File: config.mk
export PLATFORM = sky130hd
export DESIGN_NAME = i2s_tx
export DESIGN_NICKNAME = d
export VERILOG_FILES = /design/src/rtl/i2s_tx.sv
export SDC_FILE = /design/constraint.sdc
export NUM_CORES = 1
export LEC_CHECK = 0
export ABC_AREA = 1
export BUFFER_PORTS_ARGS = -buffer_cell sky130_fd_sc_hd__buf_2
export CAP_MARGIN = 20
export CORE_MARGIN = 1.5
export CORE_UTILIZATION = 59
export DETAILED_ROUTE_END_ITERATION = 8
export PLACE_DENSITY = 0.8
export SYNTH_ARGS = -nofsm -noshare
export SYNTH_HDL_FRONTEND = slang
export SYNTH_SLANG_ARGS = --single-unit
File: constraint.sdc
create_clock -name clk -period 2.57 [get_ports clk]
set_input_delay 0.1285 -clock clk [delete_from_list [all_inputs] [get_ports clk]]
set_output_delay 0.1285 -clock clk [all_outputs]
set_load 0.02 [all_outputs]
File: src/rtl/i2s_tx.sv
// I2S transmitter: divides clk down to sck and serialises {left,right} stereo words, with hold/shift double buffering.
// Optional macro I2S_TX_UNDERRUN_CNT_EN adds a saturating 16-bit underrun counter output.
module i2s_tx #(
  parameter int unsigned SCK_DIV  = 4,
  parameter int unsigned SAMPLE_W = 16
) (
  input  logic                    clk,
  input  logic                    rst,
  input  logic                    tx_en,
  input  logic [2*SAMPLE_W-1:0]   sample_in,
  input  logic                    sample_valid,
  output logic                    sample_ready,
  output logic                    sck,
  output logic                    ws,
  output logic                    sd,
  output logic                    underrun,
  output logic                    busy
`ifdef I2S_TX_UNDERRUN_CNT_EN
  ,
  output logic [15:0]             underrun_cnt
`endif
);

  localparam int unsigned FRAME_W = 2 * SAMPLE_W;
  localparam int unsigned DIV_W   = (SCK_DIV > 2) ? $clog2(SCK_DIV) : 1;
  localparam int unsigned BIT_W   = $clog2(FRAME_W);

  typedef enum logic [1:0] {
    IDLE  = 2'd0,
    RUN   = 2'd1,
    DRAIN = 2'd2
  } state_t;

  state_t             state, state_n;
  logic [DIV_W-1:0]   div_cnt, div_n_c;
  logic [BIT_W-1:0]   bit_cnt, bit_n_c;
  logic [FRAME_W-1:0] hold, shift, load_word_c;
  logic               tick_c, accept_c, hold_full_c, last_bit_c, load_c, underrun_c;

  // tick is the edge on which sck falls (divider wrap)
  assign tick_c      = (div_cnt == DIV_W'(SCK_DIV - 1));
  assign div_n_c     = tick_c ? '0 : div_cnt + DIV_W'(1);
  assign hold_full_c = ~sample_ready;
  assign accept_c    = sample_valid & sample_ready;
  assign last_bit_c  = (bit_cnt == BIT_W'(FRAME_W - 1));
  assign bit_n_c     = last_bit_c ? '0 : bit_cnt + BIT_W'(1);
  // hold wins; otherwise a same-cycle accept bypasses the hold register; otherwise mute
  assign load_word_c = hold_full_c ? hold : (accept_c ? sample_in : '0);

  always_ff @(posedge clk or posedge rst) begin
    if (rst) state <= IDLE;
    else     state <= state_n;
  end

  // next state, frame load and underrun decision; all only on a tick
  always_comb begin
    state_n    = state;
    load_c     = 1'b0;
    underrun_c = 1'b0;
    if (tick_c) begin
      case (state)
        IDLE: begin
          if (tx_en && (hold_full_c || accept_c)) begin
            state_n = RUN;
            load_c  = 1'b1;
          end
        end
        RUN: begin
          if (last_bit_c) begin
            if (tx_en) begin
              load_c     = 1'b1;
              underrun_c = ~hold_full_c & ~accept_c;
            end else begin
              state_n = DRAIN;
            end
          end
        end
        DRAIN:   state_n = IDLE;
        default: state_n = IDLE;
      endcase
    end
  end

  always_ff @(posedge clk or posedge rst) begin
    if (rst) begin
      div_cnt      <= '0;
      sck          <= 1'b0;
      bit_cnt      <= '0;
      hold         <= '0;
      shift        <= '0;
      sample_ready <= 1'b1;
      ws           <= 1'b0;
      sd           <= 1'b0;
      underrun     <= 1'b0;
      busy         <= 1'b0;
    end else begin
      div_cnt  <= div_n_c;
      sck      <= (div_n_c >= DIV_W'(SCK_DIV / 2));
      busy     <= (state_n != IDLE);
      underrun <= underrun_c;

      if (accept_c && !load_c) begin
        hold         <= sample_in;
        sample_ready <= 1'b0;
      end else if (load_c && hold_full_c) begin
        sample_ready <= 1'b1;
      end

      // sd lags shift by one bit, giving the I2S one-sck delay after ws
      if (tick_c) begin
        if (state == RUN) begin
          sd      <= shift[FRAME_W-1];
          bit_cnt <= bit_n_c;
          ws      <= (bit_n_c >= BIT_W'(SAMPLE_W));
          shift   <= load_c ? load_word_c : (shift << 1);
        end else begin
          sd      <= 1'b0;
          bit_cnt <= '0;
          ws      <= 1'b0;
          shift   <= load_c ? load_word_c : '0;
        end
      end
    end
  end

`ifdef I2S_TX_UNDERRUN_CNT_EN
  always_ff @(posedge clk or posedge rst) begin
    if (rst)                                     underrun_cnt <= '0;
    else if (underrun_c && underrun_cnt != 16'hFFFF) underrun_cnt <= underrun_cnt + 16'd1;
  end
`endif

endmodule

==> results.md <==
* Share of post-route cells with drive strength above 1 at 13.0%
* Number of detailed-route iterations in the first pass at 5
* Cell area after placement at around 4300 µm²
* Worst hold slack after final layout at 0.0480 ns
* P per Cell Area at 520 nW/µm²
* Most common cell type on the critical path: sky130_fd_sc_hd__nand2_1
* Full die area at 7410 µm²
* Portion of synthesized cell area occupied by the leading cell type at around 47%
* Total setup violations reported at the end of the flow at 0
* Count of cells along the worst register-to-register path at 9
* Half-perimeter wire length of the detailed placement result at 5.61 mm
* Required time at the worst-slack endpoint at 2.85 ns
* Switch Pwr at 0.529 mW
* R2R Setup Slk at 0.27 ns
* Transition time at the pin with the least slew margin at 0.636 ns
* Sequential cell area fraction in the yosys report at 48.0%
* Multiplexer share of the synthesized area at 0.246%
* Wire length on met2 at 4.30 mm
* Final max-slew violation count at 0
* Post-synthesis cell type count at 22
* Min-delay src: sample_in[27]
* Antenna violations before repair at 0
* Proportion of total power due to net switching at 22.7%
* Io pins at 42
* Number of CTS-inserted buffers at 9
* Status: finished, final reports clean
* Maximum number of pins on one net before global-route repair at 79
* Post-route total power at 2.34 mW
* Worst path max stage delay at approximately 0.47 ns
* Kind of cell adding the most delay to the critical path: simple AND/OR/NAND/NOR gates
* RSZ-0062 raised after global routing: no
* Total via count in the routed design at 3,610
* Root cell of the clock tree: sky130_fd_sc_hd__clkbuf_8
* Post-detailed-route wirelength per cell at 13.3 µm
* Detail Route Antenna Nets at 0
* Number of endpoints with negative hold slack in the final report at 0
* Post-synth net total at 588
* Share of synthesized cell area in and, or, nand and nor gates at 33.9%
* Core region area at roughly 6700 µm²
* Top Layer Used: met4
* Overflow after GRT at 0
* Number of synthesis warnings at 0
* Met1 wire length at between 4 and 5 mm
* CTS tree: built
* Starting utilization of the core area at around 60%
* Capture instance of the worst register-to-register path: shift[28]
* Worst-path maximum fanout at 19
* Crit path buffers/inverters at 1
* Number of standard cells after synthesis at ~550
* Final standard cell area without fillers at 4490 µm²
* Worst path slowest cell: sky130_fd_sc_hd__nand2_1
* Maximum level of the CTS H-tree at 3
* Final design utilization at 66.9%
* Drt first-iter violations at 372
* Peak supply drop at 0.000407 V
* Drc violations at 0
* Share of total power in combinational logic at roughly 6.2%
* Leakage power at 2.22 nW
* Buffers inserted during post-CTS setup optimization at 0
* Buffer depth of the longest clock path at 2
* Seq cells post-synth at 78
* Number of sinks handled by clock tree synthesis at 78
* Number of nets in the layout at 618
* Vias per cell at 5.44
* Final period util at 89.5%
* Critical-path cell list: ha_1 > nand2_1 > nor2_1 > ha_1 > nand3_2 > nand2_1 > buf_4 > nand2_1 > nand3_1
* Compound-cell area share of the yosys netlist at 4.82%
* Maximum achievable frequency at 0.435 GHz
* Clock share of power at between 30% and 40%
* DIE WIDTH at 86.1 µm
* Number of violations of the max-capacitance limit at 0
* Source-to-sink clock delay at the later pin of the worst-skew pair at 0.34 ns
* Number of standard-cell rows in the floorplan at 30
* Adder-cell share of the synthesized area at less than 1%
* Netlist Area Pre-Place at 4070 µm²
* All-layer global routing usage at a little over a quarter
* Setup crit start: bit_cnt[0]
* Critical path capture point type: register
* Final Wtd Congestion at ~0.8
* Cell type with the highest aggregate area in the netlist: sky130_fd_sc_hd__dfrtp_1
* Setup Total Neg Slack at 0 ns
* Startpoint class of the critical path: register
* Reg-to-reg startpoint: bit_cnt[0]
* Logic depth of the worst setup path including buffers at 9
* Largest cells by area after synthesis: sky130_fd_sc_hd__dfrtp_1 47%, sky130_fd_sc_hd__nand2_1 16%, sky130_fd_sc_hd__nand3_1 8.6%
* Int Power at ~1.8 mW
* Largest family of logic cells by synthesized area: simple AND/OR/NAND/NOR gates
* Syn avg cell area at 7.42 µm²
* Critical setup path kind: reg2reg
* First-pass GRT wire length at 15.6 mm
* Number of global-route vias before repair at 3,442
* Amount of wire on met3 after detailed routing at about 410 µm
* Synth-to-Final Area Change at 10.4%
* Number of I/O port buffers at slightly above 40
* Post-CTS Resized at 0
* Clock transition at path regs at 0.08 ns
* Final clock skew at 0.00748 ns
* Diodes inserted at 0
* Hold WC Path Type: in2reg
* Worst relative slew slack at 57.6%
* Signal arrival time at the worst endpoint at 2.58 ns
* Sequential share of power at approximately 56%
* Critical Path End: shift[28]
* Die Height at 86.1 µm
* Total routed wirelength at 8.83 mm
* Parity-gate share of the synthesized area counting xor and xnor cells at less than 1%
* Post-route minimum period at ~2.3 ns
* Hold-fix buffer count after cts at 1
-- metal layers --
layer	vias up	global-route usage [%]
met4	0	8.94
li1	1792	-
met5	-	0
met2	89	42.8
met1	1721	35.6
met3	8	5.97
-- power groups by stage --
stage	Clock, mW	Combinational [mW]	Sequential, mW
6_report	0.890	0.146	1.30
3_5_place_dp	0	0.148	1.32
5_1_grt	0.956	0.173	1.31
3_3_place_gp	0	0.143	1.32
2_1_floorplan	0	0.0857	1.32
4_1_cts	0.903	0.149	1.30
-- logic make-up (layout without fill, tap and decap cells) --
kind of cell | count (synthesis) | in the layout
and+or+nand+nor | 316 | 316
buffers and inverters | 111 | 145
DFF | 78 | 78
AOI/OAI and AO/OA | 39 | 39
adders and majority gates | 3 | 3
xor gates and xnor gates | 1 | 1
muxes | 1 | 1
-- placed cells by master (no fill, tap or decap), types with 10 or more instances in the layout --
master,n
sky130_fd_sc_hd__nor2_1,35
sky130_fd_sc_hd__inv_1,69
sky130_fd_sc_hd__dfrtp_1,77
sky130_fd_sc_hd__buf_4,12
sky130_fd_sc_hd__buf_2,41
sky130_fd_sc_hd__clkbuf_8,10
sky130_fd_sc_hd__o21ai_0,34
sky130_fd_sc_hd__nand3_1,70
sky130_fd_sc_hd__nand4_1,32
sky130_fd_sc_hd__nand2_1,174
-- cell usage after synthesis --
master                     number
sky130_fd_sc_hd__nand2_1      174
sky130_fd_sc_hd__nand4_1       32
sky130_fd_sc_hd__dfstp_2        1
sky130_fd_sc_hd__or2_1          1
sky130_fd_sc_hd__buf_4         10
sky130_fd_sc_hd__xor2_1         1
sky130_fd_sc_hd__nand3_1       70
sky130_fd_sc_hd__o21ai_0       34
sky130_fd_sc_hd__nand3_2        3
sky130_fd_sc_hd__clkbuf_1       8
sky130_fd_sc_hd__nor2_4         1
sky130_fd_sc_hd__ha_1           3
sky130_fd_sc_hd__a21oi_1        2
sky130_fd_sc_hd__o22ai_1        1
sky130_fd_sc_hd__buf_2         18
sky130_fd_sc_hd__nor2_1        35
sky130_fd_sc_hd__inv_1         70
sky130_fd_sc_hd__o21ai_1        2
sky130_fd_sc_hd__buf_6          1
sky130_fd_sc_hd__dfrtp_1       77
sky130_fd_sc_hd__mux2i_1        1
sky130_fd_sc_hd__inv_2          4
-- layout make-up --
| class | count | area, µm² |
|---|---|---|
| repair buffers | 56 | 345 |
| fillers | 569 | 2220 |
| clock inverters | 1 | 30.0 |
| multi-input cells | 360 | 1640 |
| inverters | 74 | 278 |
| clock buffers | 14 | 153 |
| flip-flops and latches | 78 | 1950 |
| well taps | 80 | 100 |
-- worst min path at each step --
| stage | cells after the start | endpoint | slack, ns |
|---|---|---|---|
| 4_1_cts | 3 | hold[27] | 0.04 |
| 5_1_grt | 3 | hold[25] | 0.05 |
| 3_5_place_dp | 3 | shift[27] | 0.26 |
| 3_3_place_gp | 3 | hold[26] | 0.26 |
| 2_1_floorplan | 2 | hold[0] | 0.28 |
| 6_report | 3 | hold[27] | 0.05 |
-- stage by stage --
step / setup WS (ns) / cells
2_1_floorplan: 0.448 / 549
5_1_grt: 0.00745 / 663
4_1_cts: 0.276 / 663
6_report: 0.269 / 663
3_5_place_dp: 0.297 / 647
3_3_place_gp: 0.415 / 647
-- state kept, by name, summed over array words and instances, names as in the netlist --
signal,count
hold,32
shift,32
bit_cnt,5
div_cnt,2
state,2
busy,1
sample_ready,1
sd,1
underrun,1
ws,1
-- worst min-delay path, cell delays in order --
cell and delay [ns]:
sky130_fd_sc_hd__buf_2 0.09, sky130_fd_sc_hd__nand4_1 0.08, sky130_fd_sc_hd__nand2_1 0.07
(Power assumes the default switching activity.)
